<file path="src/rtl/iomem_timer_pkg.sv">
// iomem_timer_pkg
//   Shared definitions for the iomem timer: register offsets inside the
//   256-byte window, CTRL/STATUS bit positions, the bus FSM state type and a
//   byte-lane merge helper used for partial (wstrb) writes.
package iomem_timer_pkg;

  localparam logic [7:0] OFS_CTRL   = 8'h00;
  localparam logic [7:0] OFS_PRESC  = 8'h04;
  localparam logic [7:0] OFS_LOAD   = 8'h08;
  localparam logic [7:0] OFS_COUNT  = 8'h0C;
  localparam logic [7:0] OFS_STATUS = 8'h10;

  localparam int CTRL_EN         = 0;
  localparam int CTRL_AUTORELOAD = 1;
  localparam int CTRL_IRQ_EN     = 2;
  localparam int CTRL_W          = 3;

  localparam int STATUS_EXPIRED  = 0;

  // IDLE: waiting for a selected request; ACK: ready is high this cycle.
  typedef enum logic {
    ST_IDLE = 1'b0,
    ST_ACK  = 1'b1
  } bus_state_t;

  // Replace the bytes of old_v whose strobe is set with the bytes of new_v.
  function automatic logic [31:0] merge_bytes(input logic [31:0] old_v,
                                              input logic [31:0] new_v,
                                              input logic [3:0]  strb);
    logic [31:0] r;
    r = old_v;
    for (int b = 0; b < 4; b++) begin
      if (strb[b]) r[b*8 +: 8] = new_v[b*8 +: 8];
    end
    return r;
  endfunction

endpackage

</file>
<file path="src/rtl/iomem_timer_if.sv">
// iomem_timer_if
//   CPU iomem bus bundle.
//   Handshake: the master raises iomem_valid with addr/wstrb/wdata stable and
//   keeps them stable until it sees iomem_ready=1 for one cycle; the slave
//   returns iomem_ready for exactly one cycle per accepted request and
//   iomem_rdata is meaningful only in that cycle (0 otherwise). wstrb=0 is a
//   read. Ready is never asserted on two consecutive cycles.
//   modport master : CPU side (drives valid/wstrb/addr/wdata)
//   modport slave  : peripheral side (drives ready/rdata)
interface iomem_timer_if;
  logic        iomem_valid;
  logic        iomem_ready;
  logic [3:0]  iomem_wstrb;
  logic [31:0] iomem_addr;
  logic [31:0] iomem_wdata;
  logic [31:0] iomem_rdata;

  modport master (
    output iomem_valid, iomem_wstrb, iomem_addr, iomem_wdata,
    input  iomem_ready, iomem_rdata
  );

  modport slave (
    input  iomem_valid, iomem_wstrb, iomem_addr, iomem_wdata,
    output iomem_ready, iomem_rdata
  );
endinterface

</file>
<file path="src/rtl/timer_prescaler.sv">
// timer_prescaler
//   Divides the clock into ticks: with en=1, tick is high on one cycle out of
//   every presc+1. The counter is held at 0 while disabled or when clr is
//   pulsed (a PRESC write), so a fresh configuration always starts a full
//   period.
//   clk, resetn : clock, synchronous active-low reset
//   en          : count enable
//   clr         : restart the period (counter back to 0)
//   presc       : period minus one
//   tick        : one-cycle tick output (combinational from the counter)
module timer_prescaler #(
  parameter int PRESC_W = 16
) (
  input  logic               clk,
  input  logic               resetn,
  input  logic               en,
  input  logic               clr,
  input  logic [PRESC_W-1:0] presc,
  output logic               tick
);

  logic [PRESC_W-1:0] pcnt_q, pcnt_d;

  assign tick = en && (pcnt_q == presc);

  always_comb begin
    pcnt_d = pcnt_q + 1'b1;
    if (tick) pcnt_d = '0;
    if (!en || clr) pcnt_d = '0;
  end

  always_ff @(posedge clk) begin
    if (!resetn) pcnt_q <= '0;
    else         pcnt_q <= pcnt_d;
  end

endmodule

</file>
<file path="src/rtl/iomem_timer.sv">
// iomem_timer
//   Memory-mapped 32-bit down-counting timer on the iomem bus. Decodes the
//   window BASE_ADDR..BASE_ADDR+0xFF, acknowledges with one wait state and
//   decrements COUNT once per prescaler tick; STATUS.expired is raised when a
//   tick finds COUNT at 0 and drives a level interrupt when CTRL.irq_en=1.
//   clk, resetn  : clock, synchronous active-low reset
//   bus          : iomem slave (valid/ready/wstrb/addr/wdata/rdata)
//   irq          : STATUS.expired & CTRL.irq_en, from registers only
//   dbg_state_o  : bus FSM state for observation
module iomem_timer
  import iomem_timer_pkg::*;
#(
  parameter logic [31:0] BASE_ADDR = 32'h0300_0000,
  parameter int          PRESC_W   = 16
) (
  input  logic             clk,
  input  logic             resetn,
  iomem_timer_if.slave     bus,
  output logic             irq,
  output bus_state_t       dbg_state_o
);

  bus_state_t state_q, state_d;

  logic [CTRL_W-1:0]  ctrl_q, ctrl_d;
  logic [PRESC_W-1:0] presc_q, presc_d;
  logic [31:0]        load_q, load_d;
  logic [31:0]        count_q, count_d;
  logic               expired_q, expired_d;
  logic [31:0]        rdata_q, rdata_d;

  logic        sel;
  logic        accept;
  logic        wr;
  logic [7:0]  ofs;
  logic [31:0] rd_val;
  logic [31:0] wmerge;
  logic        wr_ctrl, wr_presc, wr_load, wr_count, wr_status;
  logic        tick;
  logic        expire;

  assign ofs = bus.iomem_addr[7:0];
  assign sel = bus.iomem_valid && (bus.iomem_addr[31:8] == BASE_ADDR[31:8]);
  assign wr  = accept && (bus.iomem_wstrb != 4'b0000);

  assign wr_ctrl   = wr && (ofs == OFS_CTRL);
  assign wr_presc  = wr && (ofs == OFS_PRESC);
  assign wr_load   = wr && (ofs == OFS_LOAD);
  assign wr_count  = wr && (ofs == OFS_COUNT);
  assign wr_status = wr && (ofs == OFS_STATUS);

  // Bus FSM: a request is accepted only from IDLE, so the ACK cycle always
  // returns to IDLE and ready can never be high two cycles in a row.
  always_comb begin
    state_d = state_q;
    accept  = 1'b0;
    case (state_q)
      ST_IDLE: begin
        if (sel) begin
          accept  = 1'b1;
          state_d = ST_ACK;
        end
      end
      ST_ACK: state_d = ST_IDLE;
      default: state_d = ST_IDLE;
    endcase
  end

  // Read mux over current register state; also the base for byte merges.
  always_comb begin
    rd_val = 32'h0;
    case (ofs)
      OFS_CTRL:   rd_val = {{(32-CTRL_W){1'b0}}, ctrl_q};
      OFS_PRESC:  rd_val = {{(32-PRESC_W){1'b0}}, presc_q};
      OFS_LOAD:   rd_val = load_q;
      OFS_COUNT:  rd_val = count_q;
      OFS_STATUS: rd_val = 32'(expired_q) << STATUS_EXPIRED;
      default:    rd_val = 32'h0;
    endcase
  end

  assign wmerge = merge_bytes(rd_val, bus.iomem_wdata, bus.iomem_wstrb);

  timer_prescaler #(.PRESC_W(PRESC_W)) u_presc (
    .clk    (clk),
    .resetn (resetn),
    .en     (ctrl_q[CTRL_EN]),
    .clr    (wr_presc),
    .presc  (presc_q),
    .tick   (tick)
  );

  assign expire = tick && (count_q == 32'h0);

  // Register file and count datapath. Later assignments win, which encodes
  // the same-cycle priorities: bus COUNT write over the tick update, bus
  // CTRL.en write over the one-shot stop, hardware expiry over W1C.
  always_comb begin
    ctrl_d    = ctrl_q;
    presc_d   = presc_q;
    load_d    = load_q;
    count_d   = count_q;
    expired_d = expired_q;
    rdata_d   = accept ? rd_val : 32'h0;

    if (tick) begin
      if (count_q != 32'h0)            count_d = count_q - 32'h1;
      else if (ctrl_q[CTRL_AUTORELOAD]) count_d = load_q;
    end
    if (expire && !ctrl_q[CTRL_AUTORELOAD]) ctrl_d[CTRL_EN] = 1'b0;

    // Only byte lane 0 carries CTRL bits, so only that strobe writes CTRL.
    if (wr_ctrl && bus.iomem_wstrb[0]) ctrl_d = wmerge[CTRL_W-1:0];
    if (wr_presc) presc_d = wmerge[PRESC_W-1:0];
    if (wr_load)  load_d  = wmerge;
    if (wr_count) count_d = wmerge;

    if (wr_status && bus.iomem_wstrb[0] && bus.iomem_wdata[STATUS_EXPIRED])
      expired_d = 1'b0;
    if (expire) expired_d = 1'b1;
  end

  always_ff @(posedge clk) begin
    if (!resetn) begin
      state_q   <= ST_IDLE;
      ctrl_q    <= '0;
      presc_q   <= '0;
      load_q    <= 32'h0;
      count_q   <= 32'h0;
      expired_q <= 1'b0;
      rdata_q   <= 32'h0;
    end else begin
      state_q   <= state_d;
      ctrl_q    <= ctrl_d;
      presc_q   <= presc_d;
      load_q    <= load_d;
      count_q   <= count_d;
      expired_q <= expired_d;
      rdata_q   <= rdata_d;
    end
  end

  assign bus.iomem_ready = (state_q == ST_ACK);
  assign bus.iomem_rdata = rdata_q;
  assign irq             = expired_q & ctrl_q[CTRL_IRQ_EN];
  assign dbg_state_o     = state_q;

endmodule
</file>
<file path="src/flat_wrapper.sv">
// flat-port wrapper written by rule: the top's interface ports become plain ports
module iomem_timer_flat import iomem_timer_pkg::*;
#(
  parameter logic [31:0] BASE_ADDR = 32'h0300_0000,
  parameter int          PRESC_W   = 16
)
  (clk, resetn, irq, dbg_state_o, bus_iomem_valid, bus_iomem_wstrb, bus_iomem_addr, bus_iomem_wdata, bus_iomem_ready, bus_iomem_rdata);
  iomem_timer_if bus_i ();
  input  logic clk;
  input  logic resetn;
  output logic irq;
  output bus_state_t dbg_state_o;
  input wire logic [$bits(bus_i.iomem_valid)-1:0] bus_iomem_valid;
  input wire logic [$bits(bus_i.iomem_wstrb)-1:0] bus_iomem_wstrb;
  input wire logic [$bits(bus_i.iomem_addr)-1:0] bus_iomem_addr;
  input wire logic [$bits(bus_i.iomem_wdata)-1:0] bus_iomem_wdata;
  output wire logic [$bits(bus_i.iomem_ready)-1:0] bus_iomem_ready;
  output wire logic [$bits(bus_i.iomem_rdata)-1:0] bus_iomem_rdata;
  assign bus_i.iomem_valid = bus_iomem_valid;
  assign bus_i.iomem_wstrb = bus_iomem_wstrb;
  assign bus_i.iomem_addr = bus_iomem_addr;
  assign bus_i.iomem_wdata = bus_iomem_wdata;
  assign bus_iomem_ready = bus_i.iomem_ready;
  assign bus_iomem_rdata = bus_i.iomem_rdata;
  iomem_timer #(.BASE_ADDR(BASE_ADDR), .PRESC_W(PRESC_W)) u_core (.clk(clk), .resetn(resetn), .bus(bus_i), .irq(irq), .dbg_state_o(dbg_state_o));
endmodule
</file>
<file path="config.mk">
export PLATFORM = sky130hd
export DESIGN_NAME = iomem_timer_flat
export DESIGN_NICKNAME = d
export VERILOG_FILES = /design/src/rtl/iomem_timer_pkg.sv /design/src/rtl/iomem_timer_if.sv /design/src/rtl/timer_prescaler.sv /design/src/rtl/iomem_timer.sv /design/src/flat_wrapper.sv
export SDC_FILE = /design/constraint.sdc
export NUM_CORES = 1
export LEC_CHECK = 0
export ABC_CLOCK_PERIOD_IN_PS = 7000
export BUFFER_PORTS_ARGS = -buffer_cell sky130_fd_sc_hd__buf_2
export CORE_MARGIN = 4
export CORE_UTILIZATION = 60
export CTS_CLUSTER_DIAMETER = 40
export DETAILED_ROUTE_END_ITERATION = 10
export PLACE_DENSITY = 0.84
export SLEW_MARGIN = 20
export SYNTH_ARGS = -nofsm -noshare
export SYNTH_HDL_FRONTEND = slang
export SYNTH_SLANG_ARGS = --single-unit
</file>
<file path="constraint.sdc">
create_clock -name clk -period 7 [get_ports clk]
set_clock_uncertainty 0.2 [all_clocks]
set_input_delay 0.35 -clock clk [delete_from_list [all_inputs] [get_ports clk]]
set_output_delay 0.35 -clock clk [all_outputs]
set_load 0.02 [all_outputs]
</file>
==> summary.txt, run 1 <==
Synthesis
  • Seq/Total Area, Yosys: 0.378
  • Area share of the largest cell type after synthesis: 0.378
  • Syn nets: 957
  • Cells after synthesis: 883
  • Yosys reg bits: 133
  • Async SR Flop Fraction: 0
  • Area leader, netlist: dfxtp_1
  • Post-synthesis average cell area: 7.98 um2
  • Most used DFF post-synth: dfxtp_1
  • Ranking of synthesized cells by area: dfxtp_1, nand2_1, nor2_1, mux2i_1, a21oi_1
  • Synth warnings: 0
  • EDFF count, synth: 0
  • Post-Syn Area: 0.00705 mm2
  • Synth cell types: 64

Cells and area
  • Area Growth Syn to Fin: 15.8%
  • Fillers: 892
  • Ant diodes: 0
  • Commonest cells after routing, fill and taps aside: dfxtp_1, nand2_1, nor2_1
  • Fin cells: 1107
  • Fin nets: 1025
  • Most common cell after layout, fill and taps aside: dfxtp_1
  • Design area: 0.00817 mm2
  • Share of layout cells above drive strength 1: 0.184
  • Final core occ: 0.712

STA
  • Fin Setup TNS: 0 ns
  • Slew headroom: 0.288
  • Final setup viols: 0
  • Fmax: 0.260 GHz
  • Period Utilization, post-route: 0.549
  • Fin crit period: 3.84 ns
  • Slew @ Worst Pin: 1.07 ns
  • Final Slew Violations: 0
  • RSZ-0062 raised after global routing: false
  • Final Hold Vio Count: 0

Flow run
  • # Max-Cap Violations: 0

Clocking
  • Clock Path Buffers: 2
  • Clock-pin slew on the worst setup and hold paths: 0.06 ns
  • Post-cts hold buffer count: 0
  • Htree depth: 4
  • CTS Root Cell: clkbuf_16
  • Clk_lat worst skew: 0.43 ns
  • Clock net sink count: 133
  • Post-cts resize count: 0
  • TritonCTS clock tree: done
  • TritonCTS Buffers: 17
  • Postcts setup bufs: 0

Power
  • Combinational power share: 0.061
  • Power per cell area: 218 mW/mm2
  • Internal power: 1370 uW
  • Worst vdd ir: 171 uV
  • Switching pwr: 413 uW
  • Sw frac: 0.232
  • Clock power frac: 0.513
  • Seq pwr share: 0.426
  • Lkg Pwr: 0.00312 uW
  • Overall power: 1780 uW

Setup path
  • Most used cell, CP: or4_4
  • Max incr delay on CP: 0.79 ns
  • CP max FO: 26
  • Crit Reg-Reg Startpoint: u_core.count_q[24]
  • Critical path class: reg -> reg
  • Critical path launch point type: flip-flop
  • CP startpoint: u_core.count_q[24]
  • CP Data Arrival Time: 3.96 ns
  • Endpoint class of the critical path: flip-flop
  • Crit-path slowest cell: or4_4
  • Worst EP required: 7.12 ns
  • Worst path cell trace: or4_4, or4_1, or4_4, o211ai_4, o21ai_1, o221a_1
  • Critical path destination: u_core.count_q[11]
  • Worst reg-to-reg setup slack: 3.16 ns
  • Cells on worst reg2reg path: 6
  • R2r endpoint: u_core.count_q[11]

Placed design
  • Detail Placement HPWL: 13800 um
  • Placed Instances: 1075
  • PortBufs: 105
  • GPL Wtd Cong: 0.899
  • Area after DPL: 0.00756 mm2

Global routing
  • Initial antenna violation count: 0
  • Vias in the first global route: 6597
  • First-pass GRT wire length: 32700 um
  • Total track usage: 0.308
  • Overall overflow remaining after global route: 0
  • Pin count of the biggest net entering global routing: 43

Routing
  • Antenna Nets Post-Route: 0
  • Drt initial violations: 774
  • Drt via density: 6.33
  • Final WL: 20600 um
  • # DRC: 0
  • Drt pass-1 iters: 5
  • Vias: 7005
  • DR WL/cell: 18.6 um

Floorplan
  • Core area: 0.0115 mm2
  • Die H: 116 um
  • Full die area: 0.0135 mm2
  • # rows: 39
  • Width of the die: 116 um
  • Starting Density: 0.615
  • I/O pin cnt: 106

Worst hold path
  • Worst hold path class: in -> reg

Outcome
  • Status: finished, final reports clean
==> logic make-up (layout without fill, tap and decap cells) <==
group	Yosys count	count (layout)	share of synthesized area
AO/OA/AOI/OAI	208	208	0.196
flip-flops	133	133	0.378
buffers and inverters	79	160	0.0465
adder cells (fa/ha/maj)	3	3	0.00532
AND/OR/NAND/NOR	368	368	0.244
XOR/XNOR	37	37	0.0460
multiplexers	55	55	0.0843
==> per-stage QoR <==
stage / hold WS [ns] / setup WS, ns
final: 0.0698 / 3.16
after global routing: 0.0813 / 3.10
after CTS: 0.0576 / 3.22
after detailed placement: 0.264 / 3.06
after global placement: 0.254 / 3.20
after floorplan: 0.239 / 3.97
==> cells in the mapped netlist (all sizes together) (17+ instances only) <==
| cell | n |
|---|---|
| a211oi | 18 |
| a21oi | 50 |
| clkbuf | 56 |
| dfxtp | 133 |
| mux2i | 38 |
| nand2 | 127 |
| nand3 | 25 |
| nor2 | 116 |
| nor3 | 20 |
| nor4 | 21 |
| o21ai | 53 |
| xnor2 | 17 |
| xor2 | 20 |
==> worst min-delay path by stage <==
stage                     cells past startpoint  slack [ns]            endpoint                 from
after global placement                        2        0.25    u_core.load_q[4]     u_core.load_q[4]
after floorplan                               2        0.24    u_core.load_q[2]     u_core.load_q[2]
after CTS                                     3        0.06  u_core.count_q[28]  bus_iomem_wdata[28]
after global routing                          3        0.08  u_core.count_q[28]  bus_iomem_wdata[28]
after detailed placement                      2        0.26   u_core.load_q[15]    u_core.load_q[15]
final                                         3        0.07  u_core.count_q[28]  bus_iomem_wdata[28]
==> layer usage <==
metal | wire length [um] | track usage | share of wire | vias up
li1 | - | - | - | 3320
met1 | 8730 | 0.406 | 0.42 | 3245
met2 | 9250 | 0.484 | 0.45 | 393
met3 | 2190 | 0.0725 | 0.11 | 47
met4 | 434 | 0.131 | 0.021 | 0
met5 | 0 | 0 | 0 | -
==> state kept, by name, summed over array words and instances, names as in the netlist <==
| register | flops |
|---|---|
| u_core.ctrl_q | 3 |
| u_core.presc_q | 16 |
| u_core.bus.iomem_rdata | 32 |
| u_core.count_q | 32 |
| u_core.bus.iomem_ready | 1 |
| u_core.expired_q | 1 |
| u_core.u_presc.pcnt_q | 16 |
| u_core.load_q | 32 |
==> critical path: cells and delay by family, from the launching register on <==
family           cells  cell delay, ns
AND/OR/NAND/NOR      3            1.96
AO/OA/AOI/OAI        3            1.19
flip-flops           1            0.37
==> area by class of cell <==
cell class              count  area [um2]  area share
multi-input cells         671        4080       0.499
flip-flops and latches    133        2660       0.326
repair buffers            114         593      0.0726
clock buffers              20         447      0.0547
well taps                 143         179      0.0219
clock inverters            12         155      0.0190
inverters                  14        52.6     0.00643
==> power groups by stage <==
stage                     Clock [uW]  Combinational [uW]  Sequential (uW)
final                            913                 109              758
after global routing             946                 117              758
after CTS                        917                 106              758
after detailed placement           0                 105              775
after global placement             0                 104              775
after floorplan                    0                67.2              775
(Power assumes the default switching activity.)
==> run 2: changes to the inputs <==
--- a/config.mk
+++ b/config.mk
@@ -5,13 +5,14 @@
 export SDC_FILE = /design/constraint.sdc
 export NUM_CORES = 1
 export LEC_CHECK = 0
-export ABC_CLOCK_PERIOD_IN_PS = 7000
+export ABC_AREA = 1
+export ABC_CLOCK_PERIOD_IN_PS = 3220
 export BUFFER_PORTS_ARGS = -buffer_cell sky130_fd_sc_hd__buf_2
 export CORE_MARGIN = 4
-export CORE_UTILIZATION = 60
+export CORE_UTILIZATION = 53
 export CTS_CLUSTER_DIAMETER = 40
 export DETAILED_ROUTE_END_ITERATION = 10
-export PLACE_DENSITY = 0.84
+export PLACE_DENSITY = 0.78
 export SLEW_MARGIN = 20
 export SYNTH_ARGS = -nofsm -noshare
 export SYNTH_HDL_FRONTEND = slang
==> constraint.sdc (replaced) <==
create_clock -name clk -period 3.22 [get_ports clk]
set_clock_uncertainty 0.2 [all_clocks]
set_input_delay 0.161 -clock clk [delete_from_list [all_inputs] [get_ports clk]]
set_output_delay 0.161 -clock clk [all_outputs]
set_load 0.02 [all_outputs]
==> summary.txt, run 2 <==
Cells and area
  • Fin nets: 1614
  • Share of layout cells above drive strength 1: 0.147
  • Area Growth Syn to Fin: 19.8%
  • Design area: 0.0101 mm2
  • Fillers: 1449
  • FF+latch area: 0.00266 mm2
  • Commonest cells after routing, fill and taps aside: nand2_1, nor2_1, inv_1
  • Most common cell after layout, fill and taps aside: nand2_1
  • Ant diodes: 0
  • Fin cells: 1764
  • Area of the multi-input gates: 0.00482 mm2

Floorplan
  • Starting Density: 0.547
  • # rows: 45
  • Width of the die: 134 um
  • Core area: 0.0154 mm2
  • I/O pin cnt: 106
  • Die H: 134 um
  • Full die area: 0.0180 mm2

Routing
  • DR WL/cell: 14.7 um
  • Final WL: 26000 um
  • Drt pass-1 iters: 5
  • Drt via density: 5.38
  • Antenna Nets Post-Route: 0
  • # DRC: 0
  • Vias: 9485
  • Drt initial violations: 897

STA
  • Slew @ Worst Pin: 0.628 ns
  • Final Slew Violations: 0
  • Final setup viols: 0
  • Slew headroom: 0.581
  • Fmax: 0.324 GHz
  • RSZ-0062 raised after global routing: false
  • Fin worst setup slack: 0.130 ns
  • Worst hold margin: 0.0284 ns
  • Period Utilization, post-route: 0.960
  • Fin Setup TNS: 0 ns
  • Fin crit period: 3.09 ns
  • Final Hold Vio Count: 0

Worst hold path
  • Hold wc startpoint: bus_iomem_wstrb[0]
  • Worst hold path class: in -> reg

Clocking
  • Clk_lat worst skew: 0.43 ns
  • Clock-pin slew on the worst setup and hold paths: 0.06 ns
  • Clock net sink count: 133
  • CTS Root Cell: clkbuf_16
  • Clock Path Buffers: 2
  • TritonCTS Buffers: 17
  • Htree depth: 4
  • TritonCTS clock tree: done

Setup path
  • CP max FO: 3
  • CP Data Arrival Time: 3.21 ns
  • Endpoint class of the critical path: flip-flop
  • Worst EP required: 3.34 ns
  • Critical path launch point type: primary input
  • Crit Reg-Reg Startpoint: u_core.count_q[0]
  • CP startpoint: bus_iomem_addr[21]
  • Critical path class: in -> reg

Synthesis
  • Cells after synthesis: 1405
  • Ranking of synthesized cells by area: dfxtp_1, nand2_1, nor2_1, nand3_1, inv_1
  • Area share of the largest cell type after synthesis: 0.315
  • Async SR Flop Fraction: 0
  • Post-Syn Area: 0.00845 mm2
  • Cell with the most instances after synthesis: nand2_1
  • Area leader, netlist: dfxtp_1
  • EDFF count, synth: 0
  • Post-synthesis average cell area: 6.01 um2
  • Synth cell types: 43
  • Synth warnings: 0
  • Yosys reg bits: 133
  • Seq/Total Area, Yosys: 0.315
  • Synth top cells by count: nand2_1, nor2_1, inv_1
  • Syn nets: 1479
  • Most used DFF post-synth: dfxtp_1

Power
  • Power per cell area: 385 mW/mm2
  • Lkg Pwr: 0.00516 uW
  • Worst vdd ir: 341 uV

Global routing
  • First-pass GRT wire length: 42700 um
  • Overall overflow remaining after global route: 0
  • Vias in the first global route: 8850
  • Initial antenna violation count: 0
  • Pin count of the biggest net entering global routing: 57
  • Total track usage: 0.289

Outcome
  • Status: finished, final reports clean

Placed design
  • PortBufs: 105
  • Setup WS pre-CTS: 0.657 ns
  • Area after DPL: 0.00907 mm2
  • GPL Wtd Cong: 0.961
  • Placed Instances: 1690
  • Detail Placement HPWL: 18700 um

Flow run
  • # Max-Cap Violations: 0
-- run 2: final timing paths --
path | to | slack [ns] | depth (start not counted)
setup / recovery | u_core.ctrl_q[0] | 0.13 | 14
hold / removal | u_core.expired_q | 0.03 | 4
hold reg to reg | u_core.expired_q | 0.31 | 2
setup reg to reg | u_core.ctrl_q[0] | 0.70 | 12
-- run 2: repair_timing --
item	CTS	global route
hold buffers	42	0
setup endpoints to repair	0	1
gates resized for setup	0	2
buffers inserted	0	0
endpoints found under the hold margin	79	0
-- run 2: cell families after synthesis --
family                   synth area share
buffers and inverters               0.116
AO/OA/AOI/OAI                      0.0852
XOR/XNOR                           0.0104
flip-flops                          0.315
adder cells (fa/ha/maj)           0.00444
AND/OR/NAND/NOR                     0.469
-- run 2: final cells by class --
| type | instances | share of cell area |
|---|---|---|
| multi-input combinational | 1044 | 0.476 |
| tap | 211 | 0.0261 |
| timing repair buffer | 162 | 0.106 |
| clock buffer | 20 | 0.0461 |
| sequential | 133 | 0.263 |
| inverter | 182 | 0.0677 |
| clock inverter | 12 | 0.0150 |
-- run 2: power breakdown --
| part | switching (uW) | leakage [uW] | internal [uW] |
|---|---|---|---|
| logic | 105 | 0.00379 | 88.2 |
| registers | 0.000000467 | 0.00107 | 1650 |
| clock network | 776 | 0.000302 | 1280 |
-- run 2: stage by stage --
step	util	total power [uW]
finish	0.656	3890
global placement	0.588	1830
global route	0.656	3990
CTS	0.655	3900
floorplan	-	1760
detailed placement	0.588	1830
-- run 2: layer usage --
metal	track usage	routed length (um)	vias up
li1	-	-	4706
met3	0.0540	2010	65
met4	0.118	797	0
met1	0.390	11700	4315
met5	0	0	-
met2	0.455	11500	399
-- run 2: worst max-delay path, cell delays in order --
cell and delay, ns:
dlygate4sd3_1 0.54, buf_2 0.13, nor2_1 0.09, dlygate4sd3_1 0.56
nand2_1 0.05, nor3_1 0.26, inv_1 0.08, nor2_2 0.18
nand2_1 0.20, nor3_4 0.21, nand3_1 0.09, inv_1 0.08
nor2_1 0.04, dlygate4sd3_1 0.54
